### src/rtl/mux_scan_reg.sv
// Registered N-channel, W-bit multiplexer with a valid/ready output slot.
// Channels are picked from S (manual) or by a round-robin scan pointer that dwells DWELL samples per channel.
module mux_scan_reg #(
  parameter int W     = 8,
  parameter int N     = 8,
  parameter int SW    = 3,
  parameter int DWELL = 4
) (
  input  logic            clk,
  input  logic            rst_n,
  input  logic [N*W-1:0]  I,
  input  logic [SW-1:0]   S,
  input  logic            mode,
  input  logic            en,
  output logic [W-1:0]    O,
  output logic [SW-1:0]   O_ch,
  output logic            O_err,
  output logic            O_valid,
  input  logic            O_ready
);

  localparam int DW = $clog2(DWELL) + 1;

  logic [SW-1:0] ptr;
  logic [DW-1:0] dcnt;
  logic          mode_q;

  logic          free;
  logic          capture;
  logic          entry;
  logic [SW-1:0] ptr_eff;
  logic [DW-1:0] dcnt_eff;
  logic [SW-1:0] ch;
  logic [31:0]   ch_ext;
  logic          in_range;
  logic [W-1:0]  sel_data;

  // A fresh scan entry restarts at channel 0 in the same edge it is detected.
  always_comb begin
    free     = !O_valid || O_ready;
    capture  = en && free;
    entry    = mode && !mode_q;
    ptr_eff  = entry ? '0 : ptr;
    dcnt_eff = entry ? '0 : dcnt;
    ch       = mode ? ptr_eff : S;
    ch_ext   = 32'(ch);
    in_range = ch_ext < 32'(N);
    sel_data = '0;
    for (int k = 0; k < N; k++) begin
      if (ch == SW'(k)) sel_data = I[k*W +: W];
    end
  end

  always_ff @(posedge clk or negedge rst_n) begin
    if (!rst_n) begin
      O       <= '0;
      O_ch    <= '0;
      O_err   <= 1'b0;
      O_valid <= 1'b0;
      ptr     <= '0;
      dcnt    <= '0;
      mode_q  <= 1'b0;
    end else begin
      mode_q <= mode;

      if (capture) begin
        O       <= in_range ? sel_data : '0;
        O_ch    <= ch;
        O_err   <= !in_range;
        O_valid <= 1'b1;
      end else if (O_valid && O_ready) begin
        O_valid <= 1'b0;
      end

      // Scan position only moves on a scan capture; an entry without capture still rewinds it.
      if (capture && mode) begin
        if (dcnt_eff == DW'(DWELL - 1)) begin
          dcnt <= '0;
          ptr  <= (ptr_eff == SW'(N - 1)) ? '0 : ptr_eff + SW'(1);
        end else begin
          dcnt <= dcnt_eff + DW'(1);
          ptr  <= ptr_eff;
        end
      end else if (entry) begin
        ptr  <= '0;
        dcnt <= '0;
      end
    end
  end

endmodule

### config.mk
export PLATFORM = sky130hd
export DESIGN_NAME = mux_scan_reg
export DESIGN_NICKNAME = d
export VERILOG_FILES = /design/src/rtl/mux_scan_reg.sv
export SDC_FILE = /design/constraint.sdc
export NUM_CORES = 1
export LEC_CHECK = 0
export ABC_AREA = 1
export BUFFER_PORTS_ARGS = -buffer_cell sky130_fd_sc_hd__buf_2
export CORE_AREA = 10 10 80 62
export DETAILED_ROUTE_END_ITERATION = 8
export DIE_AREA = 0 0 90 72
export GPL_TIMING_DRIVEN = 0
export PLACE_DENSITY = 0.79
export SYNTH_ARGS = -nofsm -noshare
export SYNTH_HDL_FRONTEND = slang
export SYNTH_SLANG_ARGS = --single-unit
export TNS_END_PERCENT = 5
### constraint.sdc
create_clock -name clk -period 4.1 [get_ports clk]
set_input_delay 0.41 -clock clk [delete_from_list [all_inputs] [get_ports clk]]
set_output_delay 0.41 -clock clk [all_outputs]
set_load 0.01 [all_outputs]
Word-level counts from Yosys, hierarchy flattened
Cells that the tools add are included.
Word-level totals
  output and inout bits: 13
  bits in writable memories: 0
  ROM bits: 0
  bits in latches: 0
  input bits: 72
  flip-flop bits (word level): 19
  memories kept: 0
Operators by class
  bitwise gates (word level): 0
  $lt $le $gt $ge: 0
  shift operators: 0
  add/subtract/negate cells: 2
  mux-type cells: 18
  $mul: 0
  div/mod/pow operators: 0
  equal/unequal tests: 9
  reduce and logical (&&, ||, !) cells: 9
Operator list (count)
  2-to-1 mux 8 bit: 8
  2-to-1 mux 3 bit: 8
  equality test 3 bit (second input constant): 5
  equality test 3 x 2 -> 1 bit (second input constant): 3
  adder 3 x 1 -> 3 bit (second input constant): 2
  logical AND 1 bit: 4
  equality test 3 x 1 -> 1 bit (second input constant): 1
  logical NOT 3 bit: 1
  logical NOT 1 bit: 2
  2-to-1 mux 1 bit: 2
  nonzero test 2 bit: 1
  logical OR 1 bit: 1

Depth between registers and ports, before layout
  word-level depth: 13
  mapped depth: 12

Worst setup path after synthesis
No wires, ideal clock.
  path type: input -> register
  start: input mode
  end: register ptr[2]
  buffers on the path: 0
  path slack: 2.500 ns
  cell stages on the path: 11
  arrival: 1.520 ns
  cells stage by stage: inv_2 nor2_1 inv_1 nand2_1 inv_1 ha_1 inv_1 nor3_1 nand2_1 nor2_1 xnor2_1
On the way
  longest elaborated chain between the ends: 6
  elaborated cells between the ends (all ways): 10
Ends and longest elaborated chain
  from (decl): line 13  | input logic mode,
  logical AND 1 bit: line 42  | entry = mode && !mode_q;
  2-to-1 mux 3 bit
  adder 3 x 1 -> 3 bit or equality test 3 bit (tied branches): line 79  | ptr <= (ptr_eff == SW'(N - 1)) ? '0 : ptr_eff + SW'(1);
  2-to-1 mux 3 bit: line 79
  2-to-1 mux 3 bit: line 77  | if (dcnt_eff == DW'(DWELL - 1)) begin
  2-to-1 mux 3 bit *: line 76  | if (capture && mode) begin
  to (signal assigned): line 79
  to (signal assigned): line 82  | ptr <= ptr_eff;
  to (decl): line 24  | logic [SW-1:0] ptr;
Mark *: on every way between the ends. The rest lies on a longest branch, timed or not.
A chain may end at the register's enable or synchronous reset.

Final worst setup path
  start: register mode_q
  end: register ptr[2]
On the way
  longest elaborated chain between the ends: 7
  elaborated cells between the ends (all ways): 10
Ends and longest elaborated chain
  from (decl): line 26  | logic mode_q;
  from (signal assigned): line 64  | mode_q <= mode;
  logical NOT 1 bit *: line 42
  logical AND 1 bit *: line 42
  2-to-1 mux 3 bit
  adder 3 x 1 -> 3 bit or equality test 3 bit (tied branches): line 79
  2-to-1 mux 3 bit: line 79
  2-to-1 mux 3 bit: line 77
  2-to-1 mux 3 bit *: line 76
Marks and branches as above.

==> summary.md <==
| Metric | Value |
|---|---|
| Pre-antenna DRT Iters | `4` |
| Crit path max-delay family | `simple AND/OR/NAND/NOR gates` |
| Pwr/cell area | `between 200 and 300 nW/µm²` |
| Vias | `1739` |
| Core Area | `approximately 3400 µm²` |
| Worst skew pair latency | `approximately 0.26 ns` |
| Pwr Total | `0.536 mW` |
| Number of global-route vias before repair | `1819` |
| Crit path buffers/inverters | `3` |
| Initial core utilization | `0.436` |
| Ant diodes | `0` |
| Yosys top cell area share | `0.321` |
| #FFs+latches synth | `19` |
| Ranking of synthesized cells by area | `dfrtp_1 (32%), nand2_1 (15%), nand4_1 (7.6%)` |
| Via density | `between 4 and 5` |
| Setup TNS | `0 ns` |
| Row cnt | `18` |
| FMAX | `~570 MHz` |
| Final core occ | `0.590` |
| Switching Share | `0.329` |
| Total track usage | `0.144` |
| Top Ports | `85` |
| Grt total ovfl | `0` |
| Int Pwr | `between 0.3 and 0.4 mW` |
| First-pass GRT wire length | `roughly 8 mm` |
| Reg power frac | `0.425` |
| Syn_nets | `between 200 and 300` |
| Post-Syn Instances | `approximately 220` |
| Seq/Total Area, Yosys | `0.321` |
| Leakage | `1.13 nW` |
| Fillers | `331` |
| CTS Root Cell | `clkbuf_8` |
| Final GP Congestion | `between 0.8 and 0.9` |
| Clock sinks | `19` |
| Switching power | `roughly 0.18 mW` |
| Synth warn | `0` |
| WL per Instance | `13.6 µm` |
| Worst path max stage delay | `around 0.4 ns` |
| Crit-path cells | `nor2_1 -> inv_1 -> nand2_1 -> inv_1 -> ha_1 -> inv_1 -> nor3_1 -> nand2_1 -> nor2_1 -> xnor2_1` |
| Most numerous cell in the Yosys netlist | `nand2_1` |
| Cts hold-fix bufs | `0` |
| CP Data Required Time | `about 4.3 ns` |
| Post-synth EDFFs | `0` |
| Total CTS buffers | `3` |
| Outcome | `finished clean` |
| Post-CTS Repair Setup Buffers | `0` |
| Unrepaired setup endpoints after global routing | `no` |
| Commonest cells in the netlist | `nand2_1 (59), nor2_1 (28), inv_1 (27), dfrtp_1 (19), nand4_1 (18)` |
| Clock power share | `0.240` |
| Full die area | `between 6000 and 7000 µm²` |
| Synth area leader | `dfrtp_1` |
| NumNets Final | `approximately 380` |
| Period utilization | `0.430` |
| Mapped cell area | `between 1000 and 1500 µm²` |
| CP Capture Type | `flip-flop` |
| Primary FF master, synth | `dfrtp_1` |
| Worst Setup Start Kind | `flip-flop` |
| Final hold vios | `0` |
| IO Port Bufs | `83` |
| Layout cells sized above 1 | `0.356` |
| WP data arrival | `~1.9 ns` |
| Crit-path max FO | `4` |
| Deepest clock path buffer count | `2` |
| Placed cell areas | `between 1500 and 2000 µm²` |
| Gate power share | `0.335` |
| CTS tree | `done` |
| Fin crit period | `roughly 1.8 ns` |
| Largest net degree at the start of global routing | `20` |
| Worst IR Drop VDD | `between 0.15 and 0.2 mV` |
| CTS H-tree lvls | `1` |
| Initial antenna violation count | `0` |
| Finished Cell Area | `roughly 2000 µm²` |
| Reg clk slew, reported paths | `roughly 0.07 ns` |
| Hold Path Class | `input port to async pin` |
| CP most frequent cell | `inv_1` |
| Setup violators final | `0` |
| ANT nets after route | `0` |
| Die width | `around 90 µm` |
| Hpwl dp | `between 4 and 5 mm` |
| Layout Skew | `0.00411 ns` |
| P&R area growth vs syn | `35.4%` |
| Number of max-cap violations | `0` |
| Syn Area/Cell | `6.68 µm²` |
| PostCTS Resize Cnt | `0` |
| Iter 0 DRT Violations | `approximately 110` |
| Cell with the largest stage delay on the worst path | `dfrtp_1` |
| Final Slew Violations | `0` |
| Total Wirelength | `4.89 mm` |
| CP Class | `flip-flop to flip-flop` |
| DIE HEIGHT | `72 µm` |
| Post-synth ARST share | `1.00` |
| Synth unique cells | `29` |
| DRC errors left | `0` |
## state kept, by name (all words and copies together) (netlist names)
name     count
O            8
O_ch         3
O_valid      1
dcnt         3
mode_q       1
ptr          3
## layout make-up
| cell class | instances | area [µm²] | share of cell area |
|---|---|---|---|
| Buffer | 8 | 65.1 | 0.0324 |
| Clock inverter | 1 | 5.00 | 0.00249 |
| Timing Repair Buffer | 83 | 415 | 0.207 |
| Sequential cell | 19 | 475 | 0.237 |
| Tap cell | 50 | 62.6 | 0.0312 |
| Multi-Input combinational cell | 164 | 823 | 0.410 |
| Inverter | 31 | 119 | 0.0592 |
| Clock buffer | 3 | 41.3 | 0.0206 |
## power by group through the flow
| stage | clock (mW) | combinational [mW] | sequential (mW) |
|---|---|---|---|
| final | 0.129 | 0.180 | 0.228 |
| after global routing | 0.141 | 0.203 | 0.230 |
| after CTS | 0.133 | 0.182 | 0.227 |
| after detailed placement | 0 | 0.182 | 0.230 |
| after global placement | 0 | 0.178 | 0.230 |
| after floorplan | 0 | 0.0901 | 0.239 |
## metrics by stage
step / hold WS [ns] / cells / setup slack [ns]
final: 0.0756 / 359 / 2.34
after global routing: 0.101 / 359 / 2.15
after CTS: 0.0908 / 359 / 2.35
after detailed placement: 0.371 / 355 / 2.13
after global placement: 0.370 / 355 / 2.21
after floorplan: 0.114 / 222 / 2.50
## metal layers
metal | wire [µm] | part of all wire | global-route usage
met1 | 2060 | 0.42 | 0.165
met5 | 0 | 0 | 0
met4 | 85 | 0.017 | 0.0370
met3 | 499 | 0.10 | 0.0637
met2 | 2240 | 0.46 | 0.241
## cell usage in the layout, fill, tap and decap left out, types with 2 or more instances in the layout
| master | Yosys | final |
|---|---|---|
| buf_6 | 4 | 4 |
| dfrtp_1 | 19 | 19 |
| a21oi_1 | 17 | 17 |
| nand2_4 | 3 | 3 |
| nor2_4 | 2 | 2 |
| inv_1 | 27 | 27 |
| nand3_1 | 17 | 17 |
| clkbuf_1 | 2 | 2 |
| nand2_1 | 59 | 59 |
| nor3_2 | 2 | 2 |
| o21ai_0 | 4 | 4 |
| inv_2 | 3 | 3 |
| buf_2 | 1 | 84 |
| clkbuf_8 | 0 | 3 |
| nor2_1 | 28 | 28 |
| nand4_1 | 18 | 18 |
| xor2_1 | 2 | 2 |
| nand2_2 | 2 | 2 |
## worst paths after layout
path | from | end | slack, ns | cells after the start
max | mode_q | ptr[2] | 2.34 | 10
min | rst_n | dcnt[0] | 0.08 | 1
max reg2reg | mode_q | ptr[2] | 2.34 | 10
min reg2reg | O[5] | O[5] | 0.48 | 2
max in group asynchronous | rst_n | O[3] | 3.73 | 1
min in group clk | mode | mode_q | 0.34 | 1
## logic make-up after synthesis
family / share of synthesized area
xor gates and xnor gates: 0.0177
and+or+nand+nor: 0.443
adders and majority gates: 0.00844
other: 0.00253
muxes: 0.00759
DFF: 0.321
AOI/OAI and AO/OA: 0.0760
buffers and inverters: 0.124
(Power assumes the default switching activity.)
